===== src/rtl/operand_sequencer.sv =====
// operand_sequencer
//   Turns one raw, bouncing push-button into a sequence of NUM_OPERANDS
//   operand-capture strobes, followed by a result-display phase.
//   The button is synchronised, debounced and edge-detected on chip.
//
// Ports
//   clk         system clock, rising edge
//   rst_n       asynchronous active-low reset
//   button      raw asynchronous push-button, active high
//   clear       synchronous abort back to operand 0; highest priority
//   save_op     one-hot, single-cycle capture strobe for operand op_idx
//   op_idx      index of the operand awaiting capture (0 while showing)
//   show_result level, high for the whole result-display phase
//   done        single-cycle pulse in the cycle the display phase exits
`timescale 1ns/1ps
module operand_sequencer #(
  parameter int NUM_OPERANDS    = 2,
  parameter int DEBOUNCE_CYCLES = 4,
  parameter int SHOW_CYCLES     = 0,
  parameter int IDX_W           = $clog2(NUM_OPERANDS)
) (
  input  logic                    clk,
  input  logic                    rst_n,
  input  logic                    button,
  input  logic                    clear,
  output logic [NUM_OPERANDS-1:0] save_op,
  output logic [IDX_W-1:0]        op_idx,
  output logic                    show_result,
  output logic                    done
);

  // Debounce counter only needs to reach DEBOUNCE_CYCLES-1; the show
  // timer only needs to reach SHOW_CYCLES-1.
  localparam int CNT_W = (DEBOUNCE_CYCLES > 1) ? $clog2(DEBOUNCE_CYCLES) : 1;
  localparam int TMR_W = (SHOW_CYCLES > 1) ? $clog2(SHOW_CYCLES) : 1;

  localparam logic [CNT_W-1:0] CNT_LAST = CNT_W'(DEBOUNCE_CYCLES - 1);
  localparam logic [TMR_W-1:0] TMR_LAST = TMR_W'((SHOW_CYCLES > 0) ? SHOW_CYCLES - 1 : 0);
  localparam logic [IDX_W-1:0] IDX_LAST = IDX_W'(NUM_OPERANDS - 1);

  typedef enum logic {
    COLLECT = 1'b0,
    SHOW    = 1'b1
  } state_t;

  logic             sync1, sync2;
  logic             deb_level, deb_prev;
  logic [CNT_W-1:0] deb_cnt;
  logic             press;
  state_t           state;
  logic [TMR_W-1:0] timer;
  logic             timeout;

  // Synchroniser, debouncer and rising-edge detector. None of this sees
  // clear, so a press already in flight still lands after an abort.
  always_ff @(posedge clk or negedge rst_n) begin
    if (!rst_n) begin
      sync1     <= 1'b0;
      sync2     <= 1'b0;
      deb_level <= 1'b0;
      deb_prev  <= 1'b0;
      deb_cnt   <= '0;
      press     <= 1'b0;
    end else begin
      sync1 <= button;
      sync2 <= sync1;
      // deb_cnt counts consecutive samples that disagree with deb_level;
      // any agreeing sample restarts the run, which rejects short glitches.
      if (sync2 == deb_level) begin
        deb_cnt <= '0;
      end else if (deb_cnt == CNT_LAST) begin
        deb_level <= sync2;
        deb_cnt   <= '0;
      end else begin
        deb_cnt <= deb_cnt + 1'b1;
      end
      deb_prev <= deb_level;
      press    <= deb_level & ~deb_prev;
    end
  end

  assign timeout = (SHOW_CYCLES > 0) && (state == SHOW) && (timer == TMR_LAST);

  always_ff @(posedge clk or negedge rst_n) begin
    if (!rst_n) begin
      state  <= COLLECT;
      op_idx <= '0;
      timer  <= '0;
    end else if (clear) begin
      state  <= COLLECT;
      op_idx <= '0;
      timer  <= '0;
    end else begin
      case (state)
        COLLECT: begin
          if (press) begin
            if (op_idx == IDX_LAST) begin
              op_idx <= '0;
              state  <= SHOW;
            end else begin
              op_idx <= op_idx + 1'b1;
            end
          end
        end
        SHOW: begin
          // A press and a timeout in the same cycle make a single exit.
          if (press || timeout) begin
            state <= COLLECT;
            timer <= '0;
          end else if (SHOW_CYCLES > 0) begin
            timer <= timer + 1'b1;
          end
        end
        default: state <= COLLECT;
      endcase
    end
  end

  always_comb begin
    save_op = '0;
    if ((state == COLLECT) && press && !clear) begin
      for (int i = 0; i < NUM_OPERANDS; i++) begin
        save_op[i] = (op_idx == IDX_W'(i));
      end
    end
  end

  assign show_result = (state == SHOW);
  assign done        = (state == SHOW) && (press || timeout) && !clear;

endmodule


===== config.mk =====
export PLATFORM = sky130hd
export DESIGN_NAME = operand_sequencer
export DESIGN_NICKNAME = d
export VERILOG_FILES = /design/src/rtl/operand_sequencer.sv
export SDC_FILE = /design/constraint.sdc
export NUM_CORES = 1
export LEC_CHECK = 0
export CORE_AREA = 2 2 39 41
export DETAILED_ROUTE_END_ITERATION = 8
export DIE_AREA = 0 0 41 43
export HOLD_SLACK_MARGIN = 0.08
export PLACE_DENSITY_LB_ADDON = 0.08
export SYNTH_ARGS = -nofsm -noshare
export SYNTH_HDL_FRONTEND = slang
export SYNTH_SLANG_ARGS = --single-unit

===== constraint.sdc =====
create_clock -name clk -period 0.9 [get_ports clk]
set_input_delay 0.18 -clock clk [delete_from_list [all_inputs] [get_ports clk]]
set_output_delay 0.18 -clock clk [all_outputs]
set_load 0.01 [all_outputs]

==> reports/metrics.yaml, run 1 <==
critPathTopFamily: "flip-flops"
violations: "negative setup slack"
first_pass_iters: 1
drc: 0
dp_cells: 57
rsz0062_at_grt: "yes"
ys_seq_area_share_pct: 65.5
cap_violations: 0
critPathLaunch: "op_idx"
tritoncts: "yes"
fin_crit_sh_pct: 138
critPathCaptureType: "output pin"
hold_buffers: 0
synth_top_cell_area_share_pct: 65.5
place_area_um2: 533
wire_per_inst_um: 10.7
synth_area_per_cell_um2: 13.8
nets: 55
path_buf_inv: 1
io_buffers: 8
slowest_stage: "dfrtp_1"
cts-root-buf: "clkbuf_4"
post-route-min-period_ns: 1.24
synth_edf_count: 0
synth_seq_cells: 9
max-vdd-ir-drop_v: 0.00122
clk_pin_slew_ns: 0.06
yosysUniqueCellTypes: 13
drtIter0Drc: 0
die_h_um: 43
gp_congestion: 0.572
crit_type: "flop to output pin"
ys_warn_count: 0
grt_overflow: 0
slew_headroom_pct: 88.3
grt_pass1_wl_um: 1180
setup_tns_ns: -1.58
path_cells: "or2_1 -> nor2_2 -> buf_2"
die_x_um: 41
die_area_mm2: 0.00176
vias: 263
area_growth_pct: 82.2
status: "complete, but fails checks"
core_area_mm2: 0.00138
ios: 9
grt_max_degree: 10
hpwlAfterDp_um: 473
route.antenna.remaining_nets: 0
r2r_slack_ns: -0.09
syn-cell-area_um2: 344
worstHoldPathType: "input port to asynchronous set/reset pin"
yosys.area.top_type: "dfrtp_1"
wirelength_um: 694
critPathArrivalTime_ns: 1.06
final_hold_viol_count: 0
worst_setup_path_start_kind: "flop"
antenna_found_initial: 0
numCtsBuffers: 3
vias_per_cell: 4.05
finalInstanceArea_um2: 627
grt_pass1_vias: 291
clock.fmax_ghz: 0.804
clkLatencyLatePin_ns: 0.26
cts.htree.levels: 1
max_stage_delay_ns: 0.37
synth_ff_type: "dfrtp_1"
clkSinkCount: 9
setup_viol: 8
n_antenna_cell: 0
tightest_slew_ns: 0.175
synthArstFlopShare_pct: 100
p_per_area_mw_per_mm2: 2720
cp.required_ns: 0.72
grt.total_usage_pct: 11.0
rows: 14
drv_slew: 0
final_cells: 65
p_leak_nw: 0.296
drive_gt1_share_pct: 61.2
r2r_start: "op_idx"
crit_fanout: 2
fin_ws_ns: -0.344
finClkSkew_ns: 0.00311
synth_common_cells: "dfrtp_1, nor2_1, nand2b_1, nor2b_1"
synth_fp_nets: 30
yosysMostFrequentCell: "dfrtp_1"
initial_core_util_pct: 24.9
clockBufferDepth: 2
ys_top_cells_by_area: "dfrtp_1, nand2b_4, ha_1, nand2b_1, nor2b_1"
synth_cells: 25
==> path summary, 6_finish.rpt <==
path                                to  cells after the start
max                         save_op[0]                      3
min                         deb_cnt[1]                      2
max reg2reg                show_result                      5
min reg2reg                      sync2                      0
max in group asynchronous        sync2                      2
min in group clk                 sync2                      0
==> flip-flops by register name, indices dropped and copies added (netlist names) <==
signal and cells:
press 1, deb_prev 1, deb_cnt 2, sync1 1, op_idx 1, sync2 1, show_result 1, deb_level 1
==> cell type report <==
cell class / count / area (µm²)
fill: 137 / 757
sequential: 9 / 225
timing repair buffer: 20 / 186
multi-input combinational: 16 / 169
clock buffer: 4 / 26.3
tap: 16 / 20.0
==> placed cells by master, fill, tap and decap left out <==
cell             Yosys  layout
buf_12               0       1
buf_2                0       2
buf_4                0       8
buf_6                0       6
clkbuf_1             0       1
clkbuf_4             0       3
clkdlybuf4s50_1      0       2
dfrtp_1              9       9
dlygate4sd2_1        0       1
ha_4                 0       1
mux2_4               0       1
mux2i_1              1       1
nand2_2              0       1
nand2b_1             2       1
nand2b_4             1       2
nor2_1               3       1
nor2_2               0       1
nor2_4               0       1
nor2b_1              2       2
nor3_2               1       1
o22ai_2              0       1
or2_1                1       1
xnor2_2              0       1
==> report_power, final <==
group | internal [mW] | switching [mW] | total, mW
clock | 0.170 | 0.135 | 0.305
combinational | 0.479 | 0.262 | 0.741
sequential | 0.540 | 0.117 | 0.657
==> cell families after synthesis <==
group | count (synthesis) | synth area share (%)
simple gates | 11 | 20.4
flops | 9 | 65.5
mux | 2 | 6.18
compound gates | 1 | 1.82
xor+xnor | 1 | 2.55
fa+ha+maj | 1 | 3.64
==> timing repair <==
item,CTS,global route
hold endpoints to repair,0,0
resized for setup,29,3
pin swaps,3,1
setup buffers,2,2
setup endpoints to repair,9,10
==> per-layer routing <==
layer,track usage (%),vias to the layer above,wire length (µm)
li1,-,130,-
met1,13.9,125,285
met2,13.4,8,356
met3,6.28,0,52
met4,8.00,0,0
met5,0,-,0
==> metrics by stage <==
step / total power [mW] / hold slack, ns / util (%) / worst slack (ns)
2_1_floorplan: 0.930 / -0.116 / - / -0.0621
3_3_place_gp: 1.22 / 0.351 / 38.5 / -0.749
3_5_place_dp: 1.24 / 0.343 / 38.5 / -0.757
4_1_cts: 1.67 / 0.231 / 43.2 / -0.354
5_1_grt: 1.83 / 0.242 / 45.3 / -0.413
6_report: 1.70 / 0.238 / 45.3 / -0.344
Power figures use the tool's default switching activity.
==> run 2, diff against run 1 <==
--- a/config.mk
+++ b/config.mk
@@ -10,6 +10,7 @@
 export DIE_AREA = 0 0 41 43
 export HOLD_SLACK_MARGIN = 0.08
 export PLACE_DENSITY_LB_ADDON = 0.08
+export SKIP_CTS_REPAIR_TIMING = 1
 export SYNTH_ARGS = -nofsm -noshare
 export SYNTH_HDL_FRONTEND = slang
 export SYNTH_SLANG_ARGS = --single-unit
==> run 2 against run 1 <==
  * The flow still finishes with violations (negative setup slack)
  * Sequential power rose by 0.6%
  * Critical path depth unchanged
  * Sequential share of layout area rose by 0.66 points
  * Register-to-register slack hardly changed
  * Cell count is 3.1% lower
  * Setup slack barely moved
  * Non-clock buffer count shrank 2
  * Power shrank 0.75%
  * Clock skew hardly changed
  * Critical path type unchanged
==> reports/metrics.yaml, run 2 (synthesis gave the netlist of run 1 again) <==
p_leak_nw: 0.296
status: "complete, but fails checks"
crit_fanout: 2
p_int_mw: 1.18
top_register: "deb_cnt"
layout_common_cells: "dfrtp_1, buf_6, buf_4"
slew_headroom_pct: 88.3
clockBufferDepth: 2
fin_ws_ns: -0.344
gp_congestion: 0.572
n_antenna_cell: 0
grt_overflow: 0
wirelength_um: 668
final_hold_viol_count: 0
setup_tns_ns: -1.36
fin_crit_sh_pct: 138
p_sw_mw: 0.513
p_per_area_mw_per_mm2: 2750
tightest_slew_ns: 0.175
finClkSkew_ns: 0.00309
p_sw_share_pct: 30.3
rsz0062_at_grt: "yes"
hpwlAfterDp_um: 473
drv_slew: 0
cap_violations: 0
setup_viol: 8
initial_core_util_pct: 24.9
cts.htree.levels: 1
dp_cells: 57
clk_pin_slew_ns: 0.06
numCtsBuffers: 3
max-vdd-ir-drop_v: 0.00122
vias_per_cell: 4.06
route.antenna.remaining_nets: 0
clkLatencyLatePin_ns: 0.26
cp.required_ns: 0.72
core_area_mm2: 0.00138
post-route-min-period_ns: 1.24
grt_max_degree: 10
nets: 53
worst_setup_path_start_kind: "flop"
wire_per_inst_um: 10.6
drive_gt1_share_pct: 59.6
ios: 9
clkPwrFrac_pct: 18.0
worstHoldPathType: "input port to asynchronous set/reset pin"
final_cells: 63
antenna_found_initial: 0
die_area_mm2: 0.00176
clkSinkCount: 9
die_h_um: 43
vias: 256
power.total_mw: 1.69
first_pass_iters: 1
seqPwrFrac_pct: 39.1
die_x_um: 41
violations: "negative setup slack"
grt_pass1_vias: 270
drc: 0
combPwrFrac_pct: 42.9
grt.total_usage_pct: 10.2
cts-root-buf: "clkbuf_4"
tritoncts: "yes"
rows: 14
critPathCaptureType: "output pin"
crit_type: "flop to output pin"
io_buffers: 8
clock.fmax_ghz: 0.804
grt_pass1_wl_um: 1080
final_common_cell: "dfrtp_1"
area_growth_pct: 78.9
critPathArrivalTime_ns: 1.06
largest_reg_flops: 2
drtIter0Drc: 0
[run 2: cell types whose count changed in the layout (fill, tap and decap cells not counted)]
cell | before | now
buf_4 | 8 | 6
dlygate4sd2_1 | 1 | 0
dlymetal6s2s_1 | 0 | 1
[run 2: critical path, stage by stage, from the launching register on]
cell	delay [ns]
dfrtp_1	0.37
or2_1	0.24
nor2_2	0.07
buf_2	0.13
[run 2: final timing paths]
kind | slack (ns) | end | startpoint | depth (start not counted)
min | 0.24 | deb_cnt[1] | rst_n | 2
min in group clk | 0.27 | show_result | clear | 3
max in group asynchronous | 0.56 | sync2 | rst_n | 2
max | -0.34 | save_op[0] | op_idx | 3
max reg2reg | -0.10 | deb_level | deb_cnt[0] | 2
min reg2reg | 0.35 | sync2 | sync1 | 0
[run 2: power groups by stage]
stage | sequential [mW] | clock [mW] | combinational (mW)
2_1_floorplan | 0.644 | 0 | 0.286
6_report | 0.661 | 0.304 | 0.725
3_3_place_gp | 0.632 | 0 | 0.584
3_5_place_dp | 0.640 | 0 | 0.598
4_1_cts | 0.634 | 0.327 | 0.604
5_1_grt | 0.678 | 0.344 | 0.799
[run 2: through the flow]
step / instance area, µm² / util, % / setup slack (ns) / hold WS (ns)
2_1_floorplan: 360 / - / -0.0621 / -0.116
3_3_place_gp: 533 / 38.5 / -0.749 / 0.351
3_5_place_dp: 533 / 38.5 / -0.757 / 0.343
4_1_cts: 559 / 40.4 / -0.784 / 0.231
5_1_grt: 616 / 44.5 / -0.400 / 0.242
6_report: 616 / 44.5 / -0.344 / 0.238
[run 2: area by class of cell]
cell class / instances / area, µm²
fill: 135 / 768
sequential: 9 / 225
timing repair buffer: 18 / 175
multi-input combinational: 16 / 169
clock buffer: 4 / 26.3
tap: 16 / 20.0
[run 2: routing by layer]
layer  GRT usage (%)  wire length (µm)  part of all wire, %  vias to the layer above
met4            8.00                 0                    0                        0
li1                -                 -                    -                      127
met2            11.6               336                   50                        8
met1            13.2               278                   42                      121
met5               0                 0                    0                        -
met3            6.28                53                  7.9                        0
==> run 3, diff against run 2 <==
--- a/config.mk
+++ b/config.mk
@@ -5,6 +5,7 @@
 export SDC_FILE = /design/constraint.sdc
 export NUM_CORES = 1
 export LEC_CHECK = 0
+export ABC_AREA = 1
 export CORE_AREA = 2 2 39 41
 export DETAILED_ROUTE_END_ITERATION = 8
 export DIE_AREA = 0 0 41 43
==> run 3 against run 2 <==
  * The run still ends with negative setup slack left
  * Register-to-register slack worse by 0.07 ns
  * Synthesized cell count up 64%
  * Hold slack better by 0.0074 ns
  * Critical path depth up 2
  * Synthesized area up 5.1%
  * Count of clock-buffer cells in the layout unchanged
  * Fmax down 2.3%
  * Global-route usage up 0.34 points
  * Sequential share of layout area up 3.5 points
  * Cell area down 8.7%
  * Clock skew up 0.0013 ns
==> reports/metrics.yaml, run 3 <==
status: "complete, but fails checks"
violations: "negative setup slack"
drtIter0Drc: 0
setup_viol: 7
nets: 65
largest_reg_flops: 2
n_antenna_cell: 0
synthArstFlopShare_pct: 100
wirelength_um: 730
die_x_um: 41
p_per_area_mw_per_mm2: 2580
clk_pin_slew_ns: 0.06
yosysUniqueCellTypes: 9
max-vdd-ir-drop_v: 0.00107
final_hold_viol_count: 0
yosys.area.top_type: "dfrtp_1"
ys_seq_area_share_pct: 62.3
synth_compound_area_share_pct: 2.77
synth_top_family_by_area: "simple AND/OR/NAND/NOR gates"
synth_fp_nets: 46
crit_fanout: 4
wire_per_inst_um: 9.73
numCtsBuffers: 3
worstHoldPathType: "input port to asynchronous set/reset pin"
first_pass_iters: 1
route.antenna.remaining_nets: 0
clock.fmax_ghz: 0.786
drive_gt1_share_pct: 30.5
antenna_found_initial: 0
synth_top_cell_area_share_pct: 62.3
yosysMostFrequentCell: "nand2_1"
cap_violations: 0
p_leak_nw: 0.316
gp_congestion: 0.558
io_buffers: 8
synth_cells: 41
finClkSkew_ns: 0.00443
clkSinkCount: 9
grt.total_usage_pct: 10.5
ys_top_cells_by_area: "dfrtp_1, nand2_1, inv_1, nor2_1, ha_1"
synth_fa_ha_area_share_pct: 3.46
die_h_um: 43
synth_common_cells: "nand2_1, dfrtp_1, inv_1"
clockBufferDepth: 2
synth_area_per_cell_um2: 8.82
die_area_mm2: 0.00176
synthSimpleGateAreaFrac_pct: 22.1
critPathArrivalTime_ns: 1.09
cp.required_ns: 0.72
rsz0062_at_grt: "yes"
cts-root-buf: "clkbuf_4"
layout_common_cells: "nand2_1, dfrtp_1, inv_1"
initial_core_util_pct: 26.1
fin_util_pct: 40.6
grt_max_degree: 10
tightest_slew_ns: 0.176
grt_pass1_wl_um: 1120
clkLatencyLatePin_ns: 0.26
hpwlAfterDp_um: 539
rows: 14
synth_seq_cells: 9
drv_slew: 0
whs_ns: 0.246
fin_ws_ns: -0.373
core_area_mm2: 0.00138
syn-cell-area_um2: 362
post-route-min-period_ns: 1.27
crit_type: "flop to output pin"
vias_per_cell: 4.19
ios: 9
fin_crit_sh_pct: 141
grt_overflow: 0
cts.htree.levels: 1
grt_pass1_vias: 288
ys_warn_count: 0
drc: 0
synth_xor_area_share_pct: 0
worst_setup_path_start_kind: "flop"
slew_headroom_pct: 88.3
muxShareOfSynthArea_pct: 0
synth_edf_count: 0
synth_ff_type: "dfrtp_1"
top_register: "deb_cnt"
vias: 314
area_growth_pct: 55.4
critPathCaptureType: "output pin"
tritoncts: "yes"
## run 3: changes by cell type after synthesis, moves of 2 or more
cell and change:
inv_1 +9, nand2_1 +9, nand2b_1 -2, nor2_1 +5
nor2b_1 -2
## run 3: final timing paths
check / startpoint / to / slack (ns) / cells after the start
max in group asynchronous: rst_n / deb_cnt[0] / 0.55 / 2
max: op_idx / save_op[1] / -0.37 / 5
min in group clk: clear / show_result / 0.29 / 4
min: rst_n / show_result / 0.25 / 2
max reg2reg: show_result / op_idx / -0.17 / 7
min reg2reg: sync1 / sync2 / 0.35 / 0
## run 3: final cells by class
type / count / area (µm²)
multi-input combinational: 23 / 120
timing repair buffer: 14 / 136
fill: 140 / 822
sequential: 9 / 225
inverter: 9 / 33.8
tap: 16 / 20.0
clock buffer: 4 / 26.3
## run 3: worst max-delay path, stage by stage (launching register included)
cell and delay (ns):
dfrtp_1 0.39, inv_1 0.07, nor2_2 0.11, inv_1 0.06
nor2_2 0.09, buf_2 0.12
## run 3: per-stage QoR
stage,setup slack [ns],total power [mW],instance area [µm²],cells,setup TNS (ns)
after floorplan,0.00321,0.836,367,41,0
after global placement,-0.707,1.01,494,67,-2.59
after detailed placement,-0.763,1.06,494,67,-2.90
after CTS,-0.776,1.37,520,71,-3.33
after global routing,-0.452,1.59,562,75,-1.97
final,-0.373,1.45,562,75,-1.53
## run 3: logic make-up (layout without fill, tap and decap cells)
kind of cell    count (synthesis)  after routing
simple gates                   20             20
flops                           9              9
buf+inv                         9             27
compound gates                  2              2
fa+ha+maj                       1              1
## run 3: metal layers
layer | vias up | global-route usage [%] | routed length, µm
met5 | - | 0 | 0
met3 | 3 | 1.57 | 41
li1 | 152 | - | -
met2 | 8 | 15.9 | 389
met1 | 151 | 10.6 | 267
met4 | 0 | 12.0 | 31
## run 3: power by group
part,internal (mW),switching [mW]
combinational,0.280,0.231
clock,0.170,0.130
sequential,0.532,0.108
total,0.982,0.470
